===== src/rtl/vctr_store_pkg.sv =====
// Shared defaults and state type for the single-vector byte store.
// Imported by the store top and its flop-array memory.
package vctr_store_pkg;

  localparam int unsigned VS_DATA_W = 8;
  localparam int unsigned VS_DEPTH  = 16;
  localparam int unsigned VS_ADDR_W = 4;

  typedef enum logic {
    ST_FILL  = 1'b0,
    ST_DRAIN = 1'b1
  } state_e;

endpackage : vctr_store_pkg


===== src/rtl/vctr_store_mem.sv =====
// DEPTH x DATA_W flop array: synchronous write, asynchronous read, async clear.
// Holds no control; the top decides when and where to write.
module vctr_store_mem
  import vctr_store_pkg::*;
#(
  parameter int unsigned DATA_W = VS_DATA_W,
  parameter int unsigned DEPTH  = VS_DEPTH,
  parameter int unsigned ADDR_W = VS_ADDR_W
) (
  input  logic              clk_i,
  input  logic              rst_i,
  input  logic              we_i,
  input  logic [ADDR_W-1:0] waddr_i,
  input  logic [DATA_W-1:0] wdata_i,
  input  logic [ADDR_W-1:0] raddr_i,
  output logic [DATA_W-1:0] rdata_o
);

  logic [DATA_W-1:0] mem_q [DEPTH];

  always_ff @(posedge clk_i or posedge rst_i) begin
    if (rst_i) begin
      for (int i = 0; i < int'(DEPTH); i++) begin
        mem_q[i] <= '0;
      end
    end else if (we_i) begin
      mem_q[waddr_i] <= wdata_i;
    end
  end

  assign rdata_o = mem_q[raddr_i];

endmodule : vctr_store_mem


===== src/rtl/vctr_store.sv =====
// Collects one byte vector, then replays it with its length and XOR checksum.
// Input is held off during replay, so only one vector is ever in flight.
//
//   state    | meaning
//   ST_FILL  | accepting bytes; bytes beyond DEPTH are dropped and flag overflow
//   ST_DRAIN | replaying stored bytes to the consumer; input back-pressured
module vctr_store
  import vctr_store_pkg::*;
#(
  parameter int unsigned DATA_W = VS_DATA_W,
  parameter int unsigned DEPTH  = VS_DEPTH,
  parameter int unsigned ADDR_W = VS_ADDR_W
) (
  input  logic              clock,
  input  logic              rst,
  input  logic [DATA_W-1:0] in_data,
  input  logic              in_valid,
  input  logic              in_last,
  output logic              in_ready,
  output logic [DATA_W-1:0] out_data,
  output logic              out_valid,
  output logic              out_last,
  input  logic              out_ready,
  output logic [ADDR_W:0]   vec_len,
  output logic [DATA_W-1:0] vec_chk,
  output logic              overflow
);

  localparam int unsigned CNT_W = ADDR_W + 1;
  localparam logic [CNT_W-1:0] CNT_FULL = CNT_W'(DEPTH);
  localparam logic [CNT_W-1:0] CNT_ONE  = CNT_W'(1);
  localparam logic [CNT_W-1:0] CNT_TWO  = CNT_W'(2);

  state_e            state_q;
  logic              in_ready_q;
  logic              out_valid_q;
  logic              out_last_q;
  logic [CNT_W-1:0]  wr_cnt_q;
  logic [ADDR_W-1:0] rd_ptr_q;
  logic [DATA_W-1:0] chk_q;
  logic [CNT_W-1:0]  vec_len_q;
  logic [DATA_W-1:0] vec_chk_q;
  logic              overflow_q;

  logic              accept;
  logic              wr_full;
  logic              wr_en;
  logic              xfer;
  logic [CNT_W-1:0]  len_d;
  logic [DATA_W-1:0] chk_d;
  logic [DATA_W-1:0] rd_data;

  always_comb begin
    accept  = in_valid && in_ready_q;
    wr_full = (wr_cnt_q == CNT_FULL);
    wr_en   = accept && !wr_full;
    xfer    = out_valid_q && out_ready;
    len_d   = wr_cnt_q;
    chk_d   = chk_q;
    // A saturated vector keeps its count and checksum; the dropped byte counts for neither.
    if (wr_en) begin
      len_d = wr_cnt_q + CNT_ONE;
      chk_d = (wr_cnt_q == '0) ? in_data : (chk_q ^ in_data);
    end
  end

  always_ff @(posedge clock or posedge rst) begin
    if (rst) begin
      state_q     <= ST_FILL;
      in_ready_q  <= 1'b1;
      out_valid_q <= 1'b0;
      out_last_q  <= 1'b0;
      wr_cnt_q    <= '0;
      rd_ptr_q    <= '0;
      chk_q       <= '0;
      vec_len_q   <= '0;
      vec_chk_q   <= '0;
      overflow_q  <= 1'b0;
    end else begin
      case (state_q)
        ST_FILL: begin
          if (accept) begin
            if (wr_en) begin
              wr_cnt_q <= len_d;
              chk_q    <= chk_d;
              if (wr_cnt_q == '0) begin
                overflow_q <= 1'b0;
              end
            end else begin
              overflow_q <= 1'b1;
            end
            if (in_last) begin
              state_q     <= ST_DRAIN;
              in_ready_q  <= 1'b0;
              out_valid_q <= 1'b1;
              out_last_q  <= (len_d == CNT_ONE);
              rd_ptr_q    <= '0;
              vec_len_q   <= len_d;
              vec_chk_q   <= chk_d;
            end
          end
        end
        ST_DRAIN: begin
          if (xfer) begin
            if (out_last_q) begin
              state_q     <= ST_FILL;
              in_ready_q  <= 1'b1;
              out_valid_q <= 1'b0;
              out_last_q  <= 1'b0;
              rd_ptr_q    <= '0;
              wr_cnt_q    <= '0;
              chk_q       <= '0;
            end else begin
              rd_ptr_q   <= rd_ptr_q + 1'b1;
              // Next byte is last when rd_ptr+1 == vec_len-1.
              out_last_q <= (({1'b0, rd_ptr_q} + CNT_TWO) == vec_len_q);
            end
          end
        end
        default: begin
          state_q <= ST_FILL;
        end
      endcase
    end
  end

  vctr_store_mem #(
    .DATA_W (DATA_W),
    .DEPTH  (DEPTH),
    .ADDR_W (ADDR_W)
  ) u_mem (
    .clk_i   (clock),
    .rst_i   (rst),
    .we_i    (wr_en),
    .waddr_i (wr_cnt_q[ADDR_W-1:0]),
    .wdata_i (in_data),
    .raddr_i (rd_ptr_q),
    .rdata_o (rd_data)
  );

  assign in_ready  = in_ready_q;
  assign out_valid = out_valid_q;
  assign out_last  = out_last_q;
  assign out_data  = out_valid_q ? rd_data : '0;
  assign vec_len   = vec_len_q;
  assign vec_chk   = vec_chk_q;
  assign overflow  = overflow_q;

endmodule : vctr_store


===== config.mk =====
export PLATFORM = sky130hd
export DESIGN_NAME = vctr_store
export DESIGN_NICKNAME = d
export VERILOG_FILES = /design/src/rtl/vctr_store_pkg.sv /design/src/rtl/vctr_store_mem.sv /design/src/rtl/vctr_store.sv
export SDC_FILE = /design/constraint.sdc
export NUM_CORES = 1
export LEC_CHECK = 0
export ABC_AREA = 1
export ABC_CLOCK_PERIOD_IN_PS = 7100
export CORE_MARGIN = 1
export CORE_UTILIZATION = 60
export CTS_BUF_LIST = sky130_fd_sc_hd__clkbuf_4 sky130_fd_sc_hd__clkbuf_8 sky130_fd_sc_hd__clkbuf_16
export DETAILED_ROUTE_END_ITERATION = 8
export GPL_TIMING_DRIVEN = 0
export PLACE_DENSITY = 0.91
export SLEW_MARGIN = 10
export SYNTH_ARGS = -nofsm -noshare
export SYNTH_HDL_FRONTEND = slang
export SYNTH_SLANG_ARGS = --single-unit

===== constraint.sdc =====
create_clock -name clock -period 7.1 [get_ports clock]
set_clock_uncertainty 0.1 [all_clocks]
set_input_delay 1.42 -clock clock [delete_from_list [all_inputs] [get_ports clock]]
set_output_delay 1.42 -clock clock [all_outputs]
set_load 0.01 [all_outputs]

==> parameters.txt <==
Parameter                              Value

Clock tree
  Count of hold-fix buffers inserted at cts ... 0
  H-Tree Depth ... 4
  Number of buffers on the longest clock path ... 2
  Clock root buffer ... clkbuf_16
  Sinks on the clock net ... 163
  Clock tree from TritonCTS ... yes
  Post-CTS Setup Inserts ... 0
  Resized cells post-CTS ... 0
  Clock latency reported for the late side of the worst-skew pair ... 0.44 ns
  Clock Pin Slew Worst Setup and Hold Paths ... 0.07 ns
  Clock buffer count from CTS ... 17

STA
  Clock period minus worst slack ... 4.79 ns
  Final slew viol count ... 0
  Total of endpoints with negative setup slack in the final report ... 0
  Setup repair after global routing missed its margin ... false
  Final sum of negative setup slack ... 0 ns
  Worst slew slack as a fraction of its limit ... 0.500
  Number of failing hold endpoints at the final stage ... 0
  Post-Route Hold Slack ... 0.387 ns
  Final worst setup slack ... about 2.3 ns
  Part of the cycle the worst path needs ... 0.675
  Worst-margin pin slew ... 0.750 ns
  Maximum clock rate ... between 200 and 250 MHz

Power and ir drop
  Switching portion of total power ... 0.414
  Switching power of the nets ... ~1.7 mW
  Cell area power density ... 445 nW/um^2
  Proportion of power drawn by the clock network ... 0.230
  Part of the power in registers ... 0.355
  Static leakage ... 4.06 nW
  Worst supply voltage drop on vdd ... 0.233 mV
  Int Power ... approximately 2.4 mW
  PnR Total Power ... 4.03 mW
  Combinational share of power ... 0.415

Die
  Height of the chip ... about 120 um
  Effective utilization at floorplan ... 0.617
  Standard-cell rows ... 41
  I/O pin total ... 38
  Die span in x ... 116 um
  Core area ... 12700 um^2
  Die Outline Area ... 13500 um^2

Logic synthesis
  Largest cells by area after synthesis ... dfrtp_1 (52%), nand2_1 (11%), o21ai_1 (7.7%)
  Seq cells post-synth ... 163
  Avg Synthesized Cell Area ... around 8.5 um^2
  Post-Syn Area ... 7820 um^2
  Part of the Yosys area used for sequential elements ... 0.522
  Portion of synthesized cell area occupied by the leading cell type ... 0.518
  Largest area contributor in the netlist ... dfrtp_1
  Proportion of synthesized flip-flops having asynchronous set or reset ... 1.00
  Most numerous cell in the Yosys netlist ... nand2_1
  Number of enable flip-flop cells after synthesis ... 0
  Dominant synthesized flop cell ... dfrtp_1
  Top post-synthesis cells by count ... nand2_1 (229), dfrtp_1 (162), o21ai_1 (121)
  Yosys synthesis warning count ... 0
  Number of library cell types mapped by synthesis ... 34
  Synthesized instance count ... 916
  Synthesized Nets ... 935

Place
  Input/output buffers ... 37
  Final RePlAce weighted congestion ... 0.925
  Number of cells after detailed placement ... 1126
  Placed standard-cell area ... between 8000 and 9000 um^2
  Setup slack at placement ... 2.92 ns
  Total half-perimeter wirelength after legalization and detailed placement ... 15.0 mm

Final layout
  Finished Layout Cells ... roughly 1.2k
  NumNets Final ... 992
  Post-route cell area ... 9040 um^2
  Ratio of cells with drive above 1 in the final layout ... 0.0913
  Synthesis-to-finish area growth ... 15.6%
  Core utilization of the finished layout ... 0.713
  Antenna cell count ... 0

Routing
  Average via count per standard cell ... 6.21
  Pre-antenna DRT Iters ... 6
  Post-route antenna net violation count ... 0
  Routed WL ... ~22 mm
  Total vias in the final route ... a little over 7k
  Post-route DRC violation count ... 0
  Violation count after the first detailed-routing iteration ... around 1.1k
  Post-detailed-route wirelength per cell ... 19.1 um

Critical path
  Sort of element at the end of the critical path ... output pin
  Arrival time at the worst endpoint ... 3.27 ns
  Crit Reg-Reg Startpoint ... wr_cnt_q[0]$_DFFE_PP0P_
  Kind of critical path ... reg -> out
  Launch point of the worst path ... rd_ptr_q[1]$_DFFE_PP0P_
  Top fanout value on the critical path ... 10
  Critical path required time ... between 5 and 6 ns
  Critical path launch point type ... register

Min path
  Hold path start ... u_mem.mem_q[8]$_DFFE_PP0P_
  Hold WC Path Type ... reg -> reg

Global route
  Via count of the first global-routing pass ... 7046
  Global-route total usage across every layer ... 0.359
  Wire length of the first global-routing pass ... 35.9 mm
  Initial antenna violation count ... 0
  Grt total ovfl ... 0
  Largest net degree at the start of global routing ... 98

Outcome
  Result of the run ... finished clean

Job
  Max-cap viol count ... 0
-- state kept, by name, summed over array words and instances (netlist names) --
register / flops
vec_len: 5
chk_q: 8
state_q: 1
out_valid: 1
rd_ptr_q: 4
u_mem.mem_q: 128
vec_chk: 8
wr_cnt_q: 5
overflow: 1
out_last: 1
in_ready: 1
-- cell families after synthesis --
kind of cell             synth area share
flip-flops                          0.522
AND/OR/NAND/NOR                     0.222
XOR/XNOR                           0.0123
buffers and inverters              0.0611
adder cells (fa/ha/maj)           0.00960
AO/OA/AOI/OAI                       0.174
-- critical path, stage by stage (launching register included) --
cell             delay [ns]
dfrtp_1                0.40
buf_2                  0.18
inv_1                  0.31
clkbuf_1               0.49
o21ai_0                0.18
o211ai_1               0.26
nand3_1                0.13
a21oi_1                0.28
clkdlybuf4s50_1        0.59
-- layer usage --
layer / part of all wire / global-route usage
met1: 0.38 / 0.458
met2: 0.46 / 0.557
met3: 0.11 / 0.105
met4: 0.046 / 0.189
met5: 0 / 0
-- power groups by stage --
stage | registers [mW] | clock network [mW] | logic [mW]
floorplan | 1.40 | 0 | 1.05
global placement | 1.41 | 0 | 1.53
detailed placement | 1.43 | 0 | 1.59
CTS | 1.42 | 0.928 | 1.62
global route | 1.46 | 0.973 | 1.82
finish | 1.43 | 0.927 | 1.67
-- area by class of cell --
cell class,instances,area [um^2]
sequential,163,4080
fill,889,3630
multi-input combinational,659,3260
clock buffer,19,447
timing repair buffer,38,398
buffer,57,337
tap,172,215
clock inverter,13,150
inverter,37,149
-- worst paths after layout --
kind,endpoint,slack [ns],depth (start not counted)
min in group asynchronous,wr_cnt_q[3]$_DFFE_PP0P_,1.32,2
setup reg to reg,u_mem.mem_q[2]$_DFFE_PP0P_,4.76,6
hold reg to reg,u_mem.mem_q[8]$_DFFE_PP0P_,0.39,2
hold / removal,u_mem.mem_q[8]$_DFFE_PP0P_,0.39,2
max in group asynchronous,u_mem.mem_q[119]$_DFFE_PP0P_,4.73,3
setup / recovery,out_data[7],2.31,8
-- placed cells by master, fill, tap and decap left out, types with 2 or more instances in the layout --
cell type	Yosys	layout
nand2_4	2	2
inv_6	0	3
nand3_1	31	31
o211ai_1	32	32
dfrtp_1	162	162
clkdlybuf4s50_1	0	37
nand4_1	4	4
o21ai_1	121	121
buf_4	5	5
clkinvlp_4	0	5
bufinv_16	0	2
buf_6	12	12
clkinv_4	0	3
clkbuf_1	28	28
xor2_1	10	10
buf_2	11	11
nor2_1	107	107
a21oi_1	12	12
clkbuf_16	0	17
nand3_4	3	3
nand4_4	8	8
o21ai_0	81	81
o22ai_1	4	4
nand2_1	229	229
inv_2	9	9
clkinv_1	2	2
inv_1	25	24
ha_1	6	6
No activity file was read; power rests on OpenSTA's default activity.
